==> src/rtl/ps2_key_ctrl_pkg.sv <==
// Shared constants, fetch-state encoding and event record for the PS/2 key
// controller and its helpers.
package ps2_key_ctrl_pkg;

   localparam logic [7:0] PFX_E0 = 8'hE0;
   localparam logic [7:0] PFX_F0 = 8'hF0;
   localparam logic [7:0] PFX_E1 = 8'hE1;

   localparam logic [7:0] DSC_00 = 8'h00;
   localparam logic [7:0] DSC_AA = 8'hAA;
   localparam logic [7:0] DSC_FA = 8'hFA;
   localparam logic [7:0] DSC_FE = 8'hFE;
   localparam logic [7:0] DSC_FF = 8'hFF;

   typedef enum logic [1:0] {
      ST_IDLE = 2'd0,
      ST_POP  = 2'd1,
      ST_GAP  = 2'd2
   } fetch_st_e;

   typedef struct packed {
      logic [7:0] code;
      logic       ext;
      logic       brk;
      logic       rep;
   } key_evt_t;

   // Keyboard status/ack bytes that carry no key information.
   function automatic logic is_discard(input logic [7:0] b);
      return (b == DSC_00) || (b == DSC_AA) || (b == DSC_FA) ||
             (b == DSC_FE) || (b == DSC_FF);
   endfunction

endpackage

==> src/rtl/ps2_key_ctrl_if.sv <==
// Bundle between the FIFO/consumer side and the key controller.
// Handshake: an event transfers on any clock edge where evt_valid && evt_ready;
// evt_valid never drops and the event fields never change until that edge.
interface ps2_key_ctrl_if;
   import ps2_key_ctrl_pkg::*;

   logic [7:0] kb_data;
   logic       kb_ready;
   logic       kb_overflow;
   logic       nextdata_n;
   logic       evt_valid;
   logic       evt_ready;
   logic [7:0] evt_code;
   logic       evt_ext;
   logic       evt_brk;
   logic       evt_rep;
   logic [7:0] press_bcd;
   logic       ovf_sticky;
   logic       clr_stat;
   fetch_st_e  fetch_state;

   modport master (
      input  kb_data, kb_ready, kb_overflow, evt_ready, clr_stat,
      output nextdata_n, evt_valid, evt_code, evt_ext, evt_brk, evt_rep,
             press_bcd, ovf_sticky, fetch_state
   );

   modport slave (
      output kb_data, kb_ready, kb_overflow, evt_ready, clr_stat,
      input  nextdata_n, evt_valid, evt_code, evt_ext, evt_brk, evt_rep,
             press_bcd, ovf_sticky, fetch_state
   );
endinterface

==> src/rtl/ps2_key_ctrl_bcd_sat99.sv <==
// Two-digit BCD press counter: increments, holds at 99, clear wins over increment.
module bcd_sat99 (
   input  logic       clk,
   input  logic       rstn,
   input  logic       i_inc,
   input  logic       i_clr,
   output logic [7:0] o_bcd
);
   logic [7:0] r_bcd;

   always_ff @(posedge clk or negedge rstn) begin
      if (!rstn) begin
         r_bcd <= 8'h00;
      end else if (i_clr) begin
         r_bcd <= 8'h00;
      end else if (i_inc && (r_bcd != 8'h99)) begin
         if (r_bcd[3:0] == 4'd9) begin
            r_bcd <= {r_bcd[7:4] + 4'd1, 4'd0};
         end else begin
            r_bcd <= {r_bcd[7:4], r_bcd[3:0] + 4'd1};
         end
      end
   end

   assign o_bcd = r_bcd;
endmodule

==> src/rtl/ps2_key_ctrl.sv <==
// Pops scan-code bytes from the ps2_key FIFO, folds E0/F0/E1 prefixes into
// one key event per transition, tracks the held key and keeps press stats.
module ps2_key_ctrl
   import ps2_key_ctrl_pkg::*;
#(
   parameter int REPEAT_EMIT = 1,
   parameter int E1_SKIP     = 7
) (
   input  logic           clk,
   input  logic           rstn,
   ps2_key_ctrl_if.master bus
);
   fetch_st_e  r_state;
   logic [7:0] r_byte;
   logic       r_nextdata_n;
   logic       r_evt_valid;
   key_evt_t   r_evt;
   logic       r_ext;
   logic       r_brk;
   logic [7:0] r_skip;
   logic       r_held_v;
   logic [7:0] r_held_code;
   logic       r_held_ext;
   logic       r_ovf;

   logic       w_slot_free;
   logic       w_pfx;
   logic       w_discard;
   logic       w_final;
   logic       w_match;
   logic       w_inc;
   logic       w_emit;
   logic [7:0] w_bcd;

   assign w_slot_free = !r_evt_valid || bus.evt_ready;
   assign w_pfx       = (r_byte == PFX_E0) || (r_byte == PFX_F0) || (r_byte == PFX_E1);
   assign w_discard   = is_discard(r_byte) && !r_ext && !r_brk;
   assign w_final     = (r_state == ST_POP) && (r_skip == 8'd0) && !w_pfx && !w_discard;
   assign w_match     = r_held_v && (r_held_code == r_byte) && (r_held_ext == r_ext);
   assign w_inc       = w_final && !r_brk && !w_match;
   assign w_emit      = w_final && (r_brk || !w_match || (REPEAT_EMIT != 0));

   always_ff @(posedge clk or negedge rstn) begin
      if (!rstn) begin
         r_state      <= ST_IDLE;
         r_byte       <= 8'h00;
         r_nextdata_n <= 1'b1;
         r_evt_valid  <= 1'b0;
         r_evt        <= '0;
         r_ext        <= 1'b0;
         r_brk        <= 1'b0;
         r_skip       <= 8'd0;
         r_held_v     <= 1'b0;
         r_held_code  <= 8'h00;
         r_held_ext   <= 1'b0;
         r_ovf        <= 1'b0;
      end else begin
         case (r_state)
            ST_IDLE: begin
               if (bus.kb_ready && w_slot_free) begin
                  r_byte       <= bus.kb_data;
                  r_nextdata_n <= 1'b0;
                  r_state      <= ST_POP;
               end
            end
            ST_POP: begin
               r_nextdata_n <= 1'b1;
               r_state      <= ST_GAP;
               if (r_skip != 8'd0) begin
                  r_skip <= r_skip - 8'd1;
               end else if (r_byte == PFX_E1) begin
                  r_skip <= 8'(E1_SKIP);
                  r_ext  <= 1'b0;
                  r_brk  <= 1'b0;
               end else if (r_byte == PFX_E0) begin
                  r_ext <= 1'b1;
               end else if (r_byte == PFX_F0) begin
                  r_brk <= 1'b1;
               end else if (w_final) begin
                  r_ext <= 1'b0;
                  r_brk <= 1'b0;
                  if (r_brk) begin
                     if (w_match) r_held_v <= 1'b0;
                  end else if (!w_match) begin
                     r_held_v    <= 1'b1;
                     r_held_code <= r_byte;
                     r_held_ext  <= r_ext;
                  end
               end
            end
            // GAP gives the FIFO one cycle to advance before kb_ready is trusted.
            default: begin
               r_nextdata_n <= 1'b1;
               r_state      <= ST_IDLE;
            end
         endcase

         if (w_emit) begin
            r_evt_valid <= 1'b1;
            r_evt.code  <= r_byte;
            r_evt.ext   <= r_ext;
            r_evt.brk   <= r_brk;
            r_evt.rep   <= w_match && !r_brk;
         end else if (r_evt_valid && bus.evt_ready) begin
            r_evt_valid <= 1'b0;
         end

         r_ovf <= bus.clr_stat ? 1'b0 : (r_ovf | bus.kb_overflow);
      end
   end

   bcd_sat99 u_bcd (
      .clk   (clk),
      .rstn  (rstn),
      .i_inc (w_inc),
      .i_clr (bus.clr_stat),
      .o_bcd (w_bcd)
   );

   assign bus.nextdata_n  = r_nextdata_n;
   assign bus.evt_valid   = r_evt_valid;
   assign bus.evt_code    = r_evt.code;
   assign bus.evt_ext     = r_evt.ext;
   assign bus.evt_brk     = r_evt.brk;
   assign bus.evt_rep     = r_evt.rep;
   assign bus.press_bcd   = w_bcd;
   assign bus.ovf_sticky  = r_ovf;
   assign bus.fetch_state = r_state;
endmodule
==> src/flat_wrapper.sv <==
// flat-port wrapper written by rule: the top's interface ports become plain ports
module ps2_key_ctrl_flat import ps2_key_ctrl_pkg::*;
#(
   parameter int REPEAT_EMIT = 1,
   parameter int E1_SKIP     = 7
)
  (clk, rstn, bus_kb_data, bus_kb_ready, bus_kb_overflow, bus_evt_ready, bus_clr_stat, bus_nextdata_n, bus_evt_valid, bus_evt_code, bus_evt_ext, bus_evt_brk, bus_evt_rep, bus_press_bcd, bus_ovf_sticky, bus_fetch_state);
  ps2_key_ctrl_if bus_i ();
  input  logic clk;
  input  logic rstn;
  input wire logic [$bits(bus_i.kb_data)-1:0] bus_kb_data;
  input wire logic [$bits(bus_i.kb_ready)-1:0] bus_kb_ready;
  input wire logic [$bits(bus_i.kb_overflow)-1:0] bus_kb_overflow;
  input wire logic [$bits(bus_i.evt_ready)-1:0] bus_evt_ready;
  input wire logic [$bits(bus_i.clr_stat)-1:0] bus_clr_stat;
  output wire logic [$bits(bus_i.nextdata_n)-1:0] bus_nextdata_n;
  output wire logic [$bits(bus_i.evt_valid)-1:0] bus_evt_valid;
  output wire logic [$bits(bus_i.evt_code)-1:0] bus_evt_code;
  output wire logic [$bits(bus_i.evt_ext)-1:0] bus_evt_ext;
  output wire logic [$bits(bus_i.evt_brk)-1:0] bus_evt_brk;
  output wire logic [$bits(bus_i.evt_rep)-1:0] bus_evt_rep;
  output wire logic [$bits(bus_i.press_bcd)-1:0] bus_press_bcd;
  output wire logic [$bits(bus_i.ovf_sticky)-1:0] bus_ovf_sticky;
  output wire logic [$bits(bus_i.fetch_state)-1:0] bus_fetch_state;
  assign bus_i.kb_data = bus_kb_data;
  assign bus_i.kb_ready = bus_kb_ready;
  assign bus_i.kb_overflow = bus_kb_overflow;
  assign bus_i.evt_ready = bus_evt_ready;
  assign bus_i.clr_stat = bus_clr_stat;
  assign bus_nextdata_n = bus_i.nextdata_n;
  assign bus_evt_valid = bus_i.evt_valid;
  assign bus_evt_code = bus_i.evt_code;
  assign bus_evt_ext = bus_i.evt_ext;
  assign bus_evt_brk = bus_i.evt_brk;
  assign bus_evt_rep = bus_i.evt_rep;
  assign bus_press_bcd = bus_i.press_bcd;
  assign bus_ovf_sticky = bus_i.ovf_sticky;
  assign bus_fetch_state = bus_i.fetch_state;
  ps2_key_ctrl #(.REPEAT_EMIT(REPEAT_EMIT), .E1_SKIP(E1_SKIP)) u_core (.clk(clk), .rstn(rstn), .bus(bus_i));
endmodule
==> config.mk <==
export PLATFORM = sky130hd
export DESIGN_NAME = ps2_key_ctrl_flat
export DESIGN_NICKNAME = d
export VERILOG_FILES = /design/src/rtl/ps2_key_ctrl_pkg.sv /design/src/rtl/ps2_key_ctrl_if.sv /design/src/rtl/ps2_key_ctrl_bcd_sat99.sv /design/src/rtl/ps2_key_ctrl.sv /design/src/flat_wrapper.sv
export SDC_FILE = /design/constraint.sdc
export NUM_CORES = 1
export LEC_CHECK = 0
export ABC_CLOCK_PERIOD_IN_PS = 2100
export BUFFER_PORTS_ARGS = -buffer_cell sky130_fd_sc_hd__buf_2
export CAP_MARGIN = 20
export CORE_MARGIN = 2
export CORE_UTILIZATION = 44
export DETAILED_ROUTE_END_ITERATION = 10
export PLACE_DENSITY = 0.66
export SETUP_SLACK_MARGIN = 0.15
export SLEW_MARGIN = 20
export SYNTH_ARGS = -nofsm -noshare
export SYNTH_HDL_FRONTEND = slang
export SYNTH_SLANG_ARGS = --single-unit
==> constraint.sdc <==
create_clock -name clk -period 2.1 [get_ports clk]
set_clock_uncertainty 0.05 [all_clocks]
set_input_delay 0.21 -clock clk [delete_from_list [all_inputs] [get_ports clk]]
set_output_delay 0.21 -clock clk [all_outputs]
set_load 0.02 [all_outputs]
==> flow_metrics.env <==
export IMPL_met1_length_mm=2.55
export IMPL_cp_slowest_cell="dfrtp_1"
export IMPL_yosys_cell_types_count=39
export IMPL_yosys_warnings=0
export IMPL_die_area_sq_mm=0.00621
export IMPL_path_class="reg -> reg"
export IMPL_cts_buffer_depth=2
export IMPL_io_buffer_count=37
export IMPL_drv_slew=0
export IMPL_grtUsageTotal_pct=19.5
export IMPL_fin_ws_ns=0.0641
export IMPL_netlist_area_leader_share_pct=51.8
export IMPL_yosysMostFrequentCell="dfrtp_1"
export IMPL_power_density_mw_per_mm2=1240
export IMPL_setup_violations=0
export IMPL_synth_area_leader_cell="dfrtp_1"
export IMPL_endpoint_kind="flop"
export IMPL_clk_pin_slew_ns=0.10
export IMPL_min_period_ns=2.04
export IMPL_path_cells="nor4_4 > and4_4 > and2_4 > nand4_4 > or4_1 > a21oi_1"
export IMPL_fin_nets=327
export IMPL_syn_to_final_growth_pct=32.9
export IMPL_report_final_hold_viol_count=0
export IMPL_tightest_slew_ns=0.470
export IMPL_highest_layer="met4"
export IMPL_ant_nets=0
export IMPL_num_vias=1985
export IMPL_clk_latency_ns=0.32
export IMPL_vias_per_cell=5.25
export IMPL_initial_utilization_pct=45.0
export IMPL_root_buffer="clkbuf_8"
export IMPL_htreeDepth=2
export IMPL_critPathTopFamily="simple AND/OR/NAND/NOR gates"
export IMPL_grt_pass1_wl_mm=9.25
export IMPL_drtIter0Drc=94
export IMPL_ys_ff_latch=52
export IMPL_clock_sinks=52
export IMPL_path_max_fanout=8
export IMPL_slowest_delay_ns=0.42
export IMPL_synth_nets=260
export IMPL_slew_headroom_pct=68.7
export IMPL_drive_gt1_share_pct=40.5
export IMPL_synth_top_cells_by_count="dfrtp_1 (51), nand2_1 (34), o21ai_0 (21)"
export IMPL_die_h_microns=78.8
export IMPL_place_congestion=0.812
export IMPL_holdWs_ns=0.0323
export IMPL_wl_met2_mm=2.84
export IMPL_synth_area_sq_mm=0.00246
export IMPL_grt_max_degree=34
export IMPL_cts_inserted_buffers=5
export IMPL_postLayoutCoreUtil_pct=59.8
export IMPL_yosys_top_cells_area="dfrtp_1 (52%), mux2_2 (5.9%), nand2_1 (5.2%)"
export IMPL_status="finished, final reports clean"
export IMPL_critPathLaunchType="flop"
export IMPL_grt_pass1_vias=1914
export IMPL_placed_cells=366
export IMPL_drv_cap=0
export IMPL_die_w_microns=78.8
export IMPL_async_flop_share_pct=100
export IMPL_antenna_found_initial=0
export IMPL_drc_errors=0
export IMPL_syn_area_per_cell_sq_um=10.4
export IMPL_ios=38
export IMPL_wl_per_cell_microns=15.0
export IMPL_critical_path_required_ns=2.29
export IMPL_fmax_mhz=491
export IMPL_antenna_cells=0
export IMPL_place_hpwl_mm=3.93
export IMPL_dp_slack_ns=-0.00942
export IMPL_synth_cells=238
export IMPL_path_buf_inv=0
export IMPL_grt_overflow_total=0
export IMPL_dr_pass1_iters=4
export IMPL_synth_main_ff_cell="dfrtp_1"
export IMPL_finalSetupTns_ns=0
export IMPL_n_fill_cell=485
export IMPL_rsz0062_at_grt="yes"
export IMPL_wl_met3_microns=174
export IMPL_fin_crit_sh_pct=96.9
export IMPL_rows=27
export IMPL_cts_tree="yes"
export IMPL_ir_worst_vdd_mv=0.851
export IMPL_hp_class="in -> reg"
export IMPL_ys_seq_area_share_pct=52.9
export IMPL_synth_edf_count=0
export IMPL_reg2reg_slack_ns=0.06
export IMPL_drt_wl_total_mm=5.69
export IMPL_finalNonFillerCells=378
export IMPL_design_core_area_sq_mm=0.00547
export IMPL_p_leak_uw=0.00158
export IMPL_arrival_ns=2.23
registers in the layout, summed over array words and instances (netlist names), 2 cells and up:
signal and count:
u_core.bus.evt_code 8, u_core.u_bcd.o_bcd 8, u_core.bus.fetch_state 2, u_core.r_byte 8
u_core.r_held_code 8, u_core.r_skip 8
report_power, final:
part / total (uW) / internal [uW] / switching, uW
combinational: 1690 / 806 / 883
sequential: 1680 / 1360 / 321
clock: 701 / 353 / 348
total: 4070 / 2520 / 1550
what timing repair did:
action	in CTS	in global routing
setup buffers	2	0
hold endpoints to repair	19	0
hold buffers	1	0
cloned	1	0
endpoints found under the setup margin	31	35
gates resized for setup	13	32
pin swaps	10	9
kinds of logic (layout without fill, tap and decap cells):
logic type / after synthesis / in the layout / synth area share [%]
xor gates and xnor gates: 11 / 11 / 3.91
DFF: 52 / 52 / 52.9
buffers and inverters: 21 / 88 / 3.45
and+or+nand+nor: 88 / 89 / 19.6
adders and majority gates: 8 / 8 / 4.06
AOI/OAI and AO/OA: 44 / 44 / 9.70
muxes: 14 / 14 / 6.40
final cells by class:
type                       instances  area [sq um]  share of cell area (%)
sequential                        52          1310                    39.9
multi-input combinational        166          1280                    39.2
timing repair buffer              66           429                    13.1
tap                               72          90.1                    2.75
clock buffer                       5          68.8                    2.10
inverter                          14          52.6                    1.61
clock inverter                     3          42.5                    1.30
final timing paths:
| check | startpoint | end | cells past startpoint |
|---|---|---|---|
| setup / recovery | u_core.r_skip[5] | u_core.u_bcd.o_bcd[6] | 6 |
| hold / removal | bus_kb_data[6] | u_core.r_byte[6] | 3 |
| setup reg to reg | u_core.r_skip[5] | u_core.u_bcd.o_bcd[6] | 6 |
| hold reg to reg | u_core.bus.evt_brk | u_core.bus.evt_brk | 2 |
| max in group asynchronous | rstn | u_core.bus.nextdata_n | 3 |
| min in group asynchronous | rstn | u_core.bus.evt_code[7] | 2 |
metrics by stage:
stage               total power [uW]  area, sq um
finish                          4070         3270
global route                    4360         3270
CTS                             3970         3170
detailed placement              3190         2960
global placement                3140         2960
floorplan                       2550         2520
metal layers:
layer | GRT usage, % | vias up
met1 | 24.9 | 976
met3 | 3.64 | 11
li1 | - | 965
met5 | 0 | -
met4 | 10.0 | 0
met2 | 31.7 | 33
tightest hold or removal path, stage by stage:
cell	delay (ns)
buf_2	0.08
nand2_1	0.04
nand2_1	0.04
placed cells by master (no fill, tap or decap), types with 3 or more instances in the layout:
master    synthesis  final
nand4_1           5      5
nor2_1           14     12
clkbuf_8          0      5
o21ai_0          21     13
buf_2             2     37
dfrtp_2           0      3
or4_1             5      3
buf_6             0      3
nand2_2           1      3
dfrtp_1          51     48
a21oi_1          14     12
nor3_1            3      3
nand2_1          34     31
ha_1              8      7
inv_1            14     14
o21ai_2           0      5
o21ai_1           1      3
mux2_4            0     13
nor4_2            0      3
buf_4             1     24
or3_1             6      4
xor2_1            9      9
Note: power is estimated with default switching activity, not from simulation.
